<file path="src/rtl/stopwatch_pkg.sv">
// Shared stopwatch definitions: button indices, repeat-FSM states, default timing.
package stopwatch_pkg;

  // Button positions within the 4-bit debounced level vector
  localparam int unsigned BTN_START = 0;
  localparam int unsigned BTN_INC   = 1;
  localparam int unsigned BTN_RESET = 2;
  localparam int unsigned BTN_DEC   = 3;
  localparam int unsigned NUM_BTN   = 4;

  // Default timing at a 100 MHz system clock
  localparam int unsigned DEF_DEBOUNCE_CYCLES = 1_000_000;
  localparam int unsigned DEF_REPEAT_DELAY    = 50_000_000;
  localparam int unsigned DEF_REPEAT_PERIOD   = 10_000_000;

  // Auto-repeat state for the inc/dec buttons
  typedef enum logic [1:0] {
    RS_IDLE = 2'd0,
    RS_WAIT = 2'd1,
    RS_RPT  = 2'd2
  } rpt_state_e;

  // Counter width able to hold 0..n-1, never narrower than one bit
  function automatic int unsigned cnt_width(input int unsigned n);
    return (n > 1) ? $clog2(n) : 1;
  endfunction

endpackage

</file>
<file path="src/rtl/button_debounce.sv">
// One button channel: 2-flop synchroniser, stability-counter debounce, press detect.
module button_debounce
  import stopwatch_pkg::*;
#(
  parameter int unsigned DEBOUNCE_CYCLES = DEF_DEBOUNCE_CYCLES
) (
  input  logic clk,
  input  logic rst_n,
  input  logic btn_i,
  output logic lvl_o,
  output logic press_c_o
);

  localparam int unsigned     CW       = cnt_width(DEBOUNCE_CYCLES);
  localparam logic [CW-1:0]   CNT_LAST = CW'(DEBOUNCE_CYCLES - 1);

  logic          s1_q, s2_q;
  logic          lvl_q, lvl_d;
  logic          lvl_dly_q;
  logic [CW-1:0] cnt_q, cnt_d;

  // Synchroniser, debounce state and one-cycle-delayed level for edge detection
  always_ff @(posedge clk or negedge rst_n) begin
    if (!rst_n) begin
      s1_q      <= 1'b0;
      s2_q      <= 1'b0;
      lvl_q     <= 1'b0;
      lvl_dly_q <= 1'b0;
      cnt_q     <= '0;
    end else begin
      s1_q      <= btn_i;
      s2_q      <= s1_q;
      lvl_q     <= lvl_d;
      lvl_dly_q <= lvl_q;
      cnt_q     <= cnt_d;
    end
  end

  // Accept a new level only after it has differed from lvl for DEBOUNCE_CYCLES cycles
  always_comb begin
    lvl_d = lvl_q;
    cnt_d = cnt_q;
    if (s2_q == lvl_q) begin
      cnt_d = '0;
    end else if (cnt_q == CNT_LAST) begin
      lvl_d = s2_q;
      cnt_d = '0;
    end else begin
      cnt_d = cnt_q + CW'(1);
    end
  end

  assign lvl_o     = lvl_q;
  // High for the single cycle after lvl rises; the top registers it into the output pulse
  assign press_c_o = lvl_q & ~lvl_dly_q;

endmodule

</file>
<file path="src/rtl/button_conditioner.sv">
// Stopwatch button front end: four debounced channels, inc/dec auto-repeat, reset priority.
module button_conditioner
  import stopwatch_pkg::*;
#(
  parameter int unsigned DEBOUNCE_CYCLES = DEF_DEBOUNCE_CYCLES,
  parameter int unsigned REPEAT_DELAY    = DEF_REPEAT_DELAY,
  parameter int unsigned REPEAT_PERIOD   = DEF_REPEAT_PERIOD
) (
  input  logic       clk,
  input  logic       rst_n,
  input  logic       btn_start,
  input  logic       btn_inc,
  input  logic       btn_reset,
  input  logic       btn_dec,
  output logic       start,
  output logic       inc,
  output logic       reset,
  output logic       dec,
  output logic [3:0] held
);

  localparam int unsigned   NRPT        = 2;  // channel 0 = inc, channel 1 = dec
  localparam int unsigned   RPT_MAX     = (REPEAT_DELAY > REPEAT_PERIOD) ? REPEAT_DELAY
                                                                          : REPEAT_PERIOD;
  localparam int unsigned   RW          = cnt_width(RPT_MAX);
  localparam logic [RW-1:0] DELAY_LAST  = RW'(REPEAT_DELAY - 1);
  localparam logic [RW-1:0] PERIOD_LAST = RW'(REPEAT_PERIOD - 1);

  logic [NUM_BTN-1:0] btn_raw;
  logic [NUM_BTN-1:0] lvl;
  logic [NUM_BTN-1:0] press_c;

  logic [NRPT-1:0]    rpt_lvl;
  logic [NRPT-1:0]    rpt_press;
  logic [NRPT-1:0]    rpt_c;
  logic               both_held_c;

  rpt_state_e         state_q [NRPT];
  rpt_state_e         state_d [NRPT];
  logic [RW-1:0]      rcnt_q  [NRPT];
  logic [RW-1:0]      rcnt_d  [NRPT];

  logic               start_q, inc_q, reset_q, dec_q;

  assign btn_raw = {btn_dec, btn_reset, btn_inc, btn_start};

  // One debounce channel per button
  for (genvar g = 0; g < NUM_BTN; g++) begin : g_deb
    button_debounce #(
      .DEBOUNCE_CYCLES(DEBOUNCE_CYCLES)
    ) u_deb (
      .clk       (clk),
      .rst_n     (rst_n),
      .btn_i     (btn_raw[g]),
      .lvl_o     (lvl[g]),
      .press_c_o (press_c[g])
    );
  end

  assign rpt_lvl     = {lvl[BTN_DEC], lvl[BTN_INC]};
  assign rpt_press   = {press_c[BTN_DEC], press_c[BTN_INC]};
  assign both_held_c = lvl[BTN_INC] & lvl[BTN_DEC];

  // Repeat FSM state and counters
  always_ff @(posedge clk or negedge rst_n) begin
    if (!rst_n) begin
      for (int ch = 0; ch < NRPT; ch++) begin
        state_q[ch] <= RS_IDLE;
        rcnt_q[ch]  <= '0;
      end
    end else begin
      for (int ch = 0; ch < NRPT; ch++) begin
        state_q[ch] <= state_d[ch];
        rcnt_q[ch]  <= rcnt_d[ch];
      end
    end
  end

  // Repeat next-state: release or inc+dec together cancels any pending repeat at once
  always_comb begin
    for (int ch = 0; ch < NRPT; ch++) begin
      state_d[ch] = state_q[ch];
      rcnt_d[ch]  = rcnt_q[ch];
      rpt_c[ch]   = 1'b0;
      if (!rpt_lvl[ch] || both_held_c) begin
        state_d[ch] = RS_IDLE;
        rcnt_d[ch]  = '0;
      end else begin
        case (state_q[ch])
          RS_IDLE: begin
            if (rpt_press[ch]) begin
              state_d[ch] = RS_WAIT;
              rcnt_d[ch]  = '0;
            end
          end
          RS_WAIT: begin
            if (rcnt_q[ch] == DELAY_LAST) begin
              rpt_c[ch]   = 1'b1;
              state_d[ch] = RS_RPT;
              rcnt_d[ch]  = '0;
            end else begin
              rcnt_d[ch] = rcnt_q[ch] + RW'(1);
            end
          end
          RS_RPT: begin
            if (rcnt_q[ch] == PERIOD_LAST) begin
              rpt_c[ch]  = 1'b1;
              rcnt_d[ch] = '0;
            end else begin
              rcnt_d[ch] = rcnt_q[ch] + RW'(1);
            end
          end
          default: begin
            state_d[ch] = RS_IDLE;
            rcnt_d[ch]  = '0;
          end
        endcase
      end
    end
  end

  // Registered command pulses; a clear press drops any coincident start/inc/dec
  always_ff @(posedge clk or negedge rst_n) begin
    if (!rst_n) begin
      start_q <= 1'b0;
      inc_q   <= 1'b0;
      reset_q <= 1'b0;
      dec_q   <= 1'b0;
    end else begin
      start_q <= press_c[BTN_START] & ~press_c[BTN_RESET];
      inc_q   <= (press_c[BTN_INC] | rpt_c[0]) & ~press_c[BTN_RESET];
      reset_q <= press_c[BTN_RESET];
      dec_q   <= (press_c[BTN_DEC] | rpt_c[1]) & ~press_c[BTN_RESET];
    end
  end

  assign start = start_q;
  assign inc   = inc_q;
  assign reset = reset_q;
  assign dec   = dec_q;
  assign held  = lvl;

endmodule
</file>
<file path="config.mk">
export PLATFORM = sky130hd
export DESIGN_NAME = button_conditioner
export DESIGN_NICKNAME = d
export VERILOG_FILES = /design/src/rtl/stopwatch_pkg.sv /design/src/rtl/button_debounce.sv /design/src/rtl/button_conditioner.sv
export SDC_FILE = /design/constraint.sdc
export NUM_CORES = 1
export LEC_CHECK = 0
export CORE_ASPECT_RATIO = 2
export CORE_UTILIZATION = 25
export DETAILED_ROUTE_END_ITERATION = 8
export PLACE_DENSITY = 0.47
export SKIP_CTS_REPAIR_TIMING = 1
export SYNTH_ARGS = -nofsm -noshare
export SYNTH_HDL_FRONTEND = slang
export SYNTH_HIERARCHICAL = 1
export SYNTH_SLANG_ARGS = --single-unit
</file>
<file path="constraint.sdc">
create_clock -name clk -period 2.3 [get_ports clk]
set_input_delay 0.345 -clock clk [delete_from_list [all_inputs] [get_ports clk]]
set_output_delay 0.345 -clock clk [all_outputs]
set_load 0.03 [all_outputs]
</file>
==> results of run 1 <==
-- cell families after synthesis --
| logic type | count (synthesis) | synth area share (%) |
|---|---|---|
| AND/OR/NAND/NOR | 411 | 28.0 |
| buffers and inverters | 40 | 2.05 |
| XOR/XNOR | 87 | 9.52 |
| adder cells (fa/ha/maj) | 14 | 2.19 |
| flip-flops | 156 | 48.8 |
| AO/OA/AOI/OAI | 88 | 7.64 |
| multiplexers | 14 | 1.83 |
-- power groups by stage --
stage	combinational [mW]	sequential [mW]	clock [mW]
after floorplan	0.0488	2.84	0
after global placement	0.149	2.84	0
after detailed placement	0.150	2.84	0
after CTS	0.150	2.79	3.08
after global routing	0.168	2.79	3.19
final	0.143	2.79	2.99
-- layer usage --
metal	up-vias	routed length (µm)
met5	-	0
met4	0	569
met3	39	375
met2	68	10800
met1	3076	7510
li1	3061	-
-- how the worst max path moves through the flow --
stage / slack, ns / endpoint / from / cells past startpoint
final: 0.03 / rcnt_q[3]$_DFFE_PN0P_ / rcnt_q[18]$_DFFE_PN0P_ / 7
after global routing: -0.03 / rcnt_q[3]$_DFFE_PN0P_ / rcnt_q[11]$_DFFE_PN0P_ / 7
after CTS: -0.17 / rcnt_q[26]$_DFFE_PN0P_ / rcnt_q[26]$_DFFE_PN0P_ / 8
after detailed placement: -0.16 / rcnt_q[34]$_DFFE_PN0P_ / rcnt_q[26]$_DFFE_PN0P_ / 8
after global placement: -0.14 / rcnt_q[26]$_DFFE_PN0P_ / rcnt_q[26]$_DFFE_PN0P_ / 8
after floorplan: 0.02 / rcnt_q[23]$_DFFE_PN0P_ / g_deb[3].u_deb/lvl_o$_DFFE_PN0P_ / 7
-- placed cells by master, fill, tap and decap left out, types with 3 or more instances in the layout --
master           netlist  routed
mux2i_1                9       9
nor2_2                 1       3
nor4b_1               10      10
nor2b_1               12      11
buf_12                 0       5
xor2_1                32      32
o21ai_2                6       4
nor2_1               135     132
nand4_4                4       4
inv_1                 30      30
nor3_1                25      24
mux2_2                 5       5
nand4_2                4       4
nand3_1               48      48
clkinvlp_4             0       4
o21ai_0               23      21
bufinv_16              0       3
nand4_1               25      25
xnor2_1               55      55
or3_1                 10       9
nor4_1                18      18
buf_4                  0      64
a21oi_1               16      15
clkbuf_16              0      17
clkdlybuf4s50_1        0      12
and3_1                11      11
ha_1                  14      13
and2_1                 7       6
dfrtp_1              156     155
a21o_1                12      12
or4_1                  7       6
and4_1                14      14
nor4bb_1               4       3
nand2_1               55      54
a22o_1                19      19
nor4_2                 4       4
-- worst register-to-register path, cell delays in order, from the launching register on --
cell	delay [ns]
dfrtp_1	0.38
or4b_4	0.53
or4_4	0.54
o21ai_4	0.19
a21o_1	0.21
buf_4	0.14
or4_1	0.09
o21ai_0	0.07
-- state kept, by name (all words and copies together), names as in the netlist --
name	count
g_deb.u_deb/cnt_q	80
rcnt_q	52
g_deb.u_deb/lvl_o	4
g_deb.u_deb/s2_q	4
start	1
inc	1
reset	1
dec	1
g_deb.u_deb/s1_q	4
state_q	4
g_deb.u_deb/lvl_dly_q	4
-- final cells by class --
| class | count | area share [%] |
|---|---|---|
| Multi-Input combinational cell | 614 | 40.8 |
| Sequential cell | 156 | 39.3 |
| Timing Repair Buffer | 83 | 7.27 |
| Tap cell | 423 | 5.33 |
| Clock buffer | 19 | 4.56 |
| Clock inverter | 13 | 1.66 |
| Inverter | 30 | 1.13 |
-- stage by stage --
stage	hold slack (ns)	TNS [ns]	instances	setup slack, ns	instance area [µm²]
after floorplan	0.0494	0	810	0.0242	8010
after global placement	0.270	-1.98	1301	-0.136	9180
after detailed placement	0.271	-2.46	1301	-0.158	9180
after CTS	-0.215	-2.80	1333	-0.174	9800
after global routing	0.324	-0.0686	1338	-0.0263	9940
final	0.333	0	1338	0.0295	9940
==> impl_metrics.toml, run 1 <==
[min_path]
hold_class = "in2reg"
holdPathEnd = "g_deb[2].u_deb/s1_q$_DFF_PN0_"
holdPathStages = 1
min_from = "btn_reset"

[routing]
dr.pass1.iters = 7
wl_per_cell_um = 14.4
drc = 0
routed-via-count = 6244
drtIter0Drc = 223
drt_wl_total_um = 19300
final_antenna_net_count = 0
routed_via_density = 4.67

[timing]
fmax_mhz = 440
drv_slew = 0
finalSetupViolCount = 0
final_hold_viol_count = 0
maxSlewHeadroom_pct = 57.9
finalCriticalPeriod_ns = 2.27
rsz0062_at_grt = "true"
tightest_slew_ns = 0.625
clock_skew_ns = 0.0123
period_share_pct = 98.7

[die]
dieArea_um2 = 32800
start_util_pct = 25.4
die_x_um = 129
rows = 92
die_y_um = 255
ioPinCount = 14
core_area_um2 = 31500

[synth]
synth.most_common_cell = "dfrtp_1"
synth_edf_count = 0
syn_nets = 830
syn_inst = 810
postSynth.asyncResetShare_pct = 100
yosysUniqueCellTypes = 54
yosysTopAreaCellShare_pct = 48.8
ys_seq_elements = 156
synthFlopType = "dfrtp_1"
synth_common_cells = "dfrtp_1, nor2_1, nand2_1, xnor2_1, nand3_1"
syn_avg_cell_area_um2 = 9.88
ys_top_cells_by_area = "dfrtp_1, nor2_1, xnor2_1"
synth_top_area_cell = "dfrtp_1"
yosys_warnings = 6
syn-cell-area_um2 = 8010
yosysSeqAreaShare_pct = 48.8

[critical_path]
reg2reg_depth = 7
r2r-end = "rcnt_q[3]$_DFFE_PN0P_"
crit_family = "simple AND/OR/NAND/NOR gates"
path_buf_inv = 1
critPathLaunchType = "flip-flop"
cp.required_ns = 2.62
timing.rr.start = "rcnt_q[18]$_DFFE_PN0P_"
cp.arrival_ns = 2.59
max_stage_delay_ns = 0.54
path_class = "reg2reg"
ff2ff_setup_slack_ns = 0.03
cpMaxStageDelayCell = "or4_4"
crit_chain = "or4b_4 > or4_4 > o21ai_4 > a21o_1 > buf_4 > or4_1 > o21ai_0"
cp-end-kind = "flip-flop"
critical_path_peak_fanout = 4

[power]
power.leakage_nw = 4.12
swShare_pct = 22.6
powerDensity_nw_per_um2 = 596
internal-power_mw = 4.58
p_comb_share_pct = 2.4
vdd_ir_drop_max_mv = 0.469
seqPwrFrac_pct = 47.1
p_sw_mw = 1.34
report.power.total_mw = 5.92
power_frac_clock_pct = 50.4

[clock_tree]
clkSinkCount = 156
cts_buffers = 17
htreeDepth = 4
clockBufferDepth = 2
path_clk_slew_ns = 0.07
ctsRootBufferMaster = "clkbuf_16"
tritoncts = "done"
clk-insertion-delay-late_ns = 0.45

[outcome]
run_status = "finished, final reports clean"

[final_layout]
drive_gt1_share_pct = 16.4
finalCoreUtilization_pct = 31.5
nNetsFinal = 922
syn2layout_area_growth_pct = 24.1
antenna_cells = 0
multi_input_area_um2 = 4050
seq_area_um2 = 3910
fill_cells = 3339

[grt]
grtUsageMet1_pct = 13.0
grt_usage_pct = 12.9
gr-usage-met2_pct = 24.3
grt_max_degree = 56
grt_pass1_wl_um = 32600
grt_overflow = 0
antenna_found_initial = 0
grt_pass1_vias = 6492
gr-max-usage-layer = "met2"
grtUsageMet3_pct = 2.47

[place]
portBuffers = 13
dpl.hpwl_um = 14000
place_congestion = 0.785

[job]
cap_violations = 0
(Power assumes the default switching activity.)
==> run 2: changes to the inputs <==
Settings changed: CTS_CLUSTER_SIZE set to 24.
==> results of run 2 <==
Final layout, timing and power as in run 1 (identical DEF).
==> run 3: changes to the inputs <==
Settings changed: CTS_CLUSTER_DIAMETER set to 30.
==> results of run 3 <==
Final layout, timing and power as in run 1 (identical DEF).
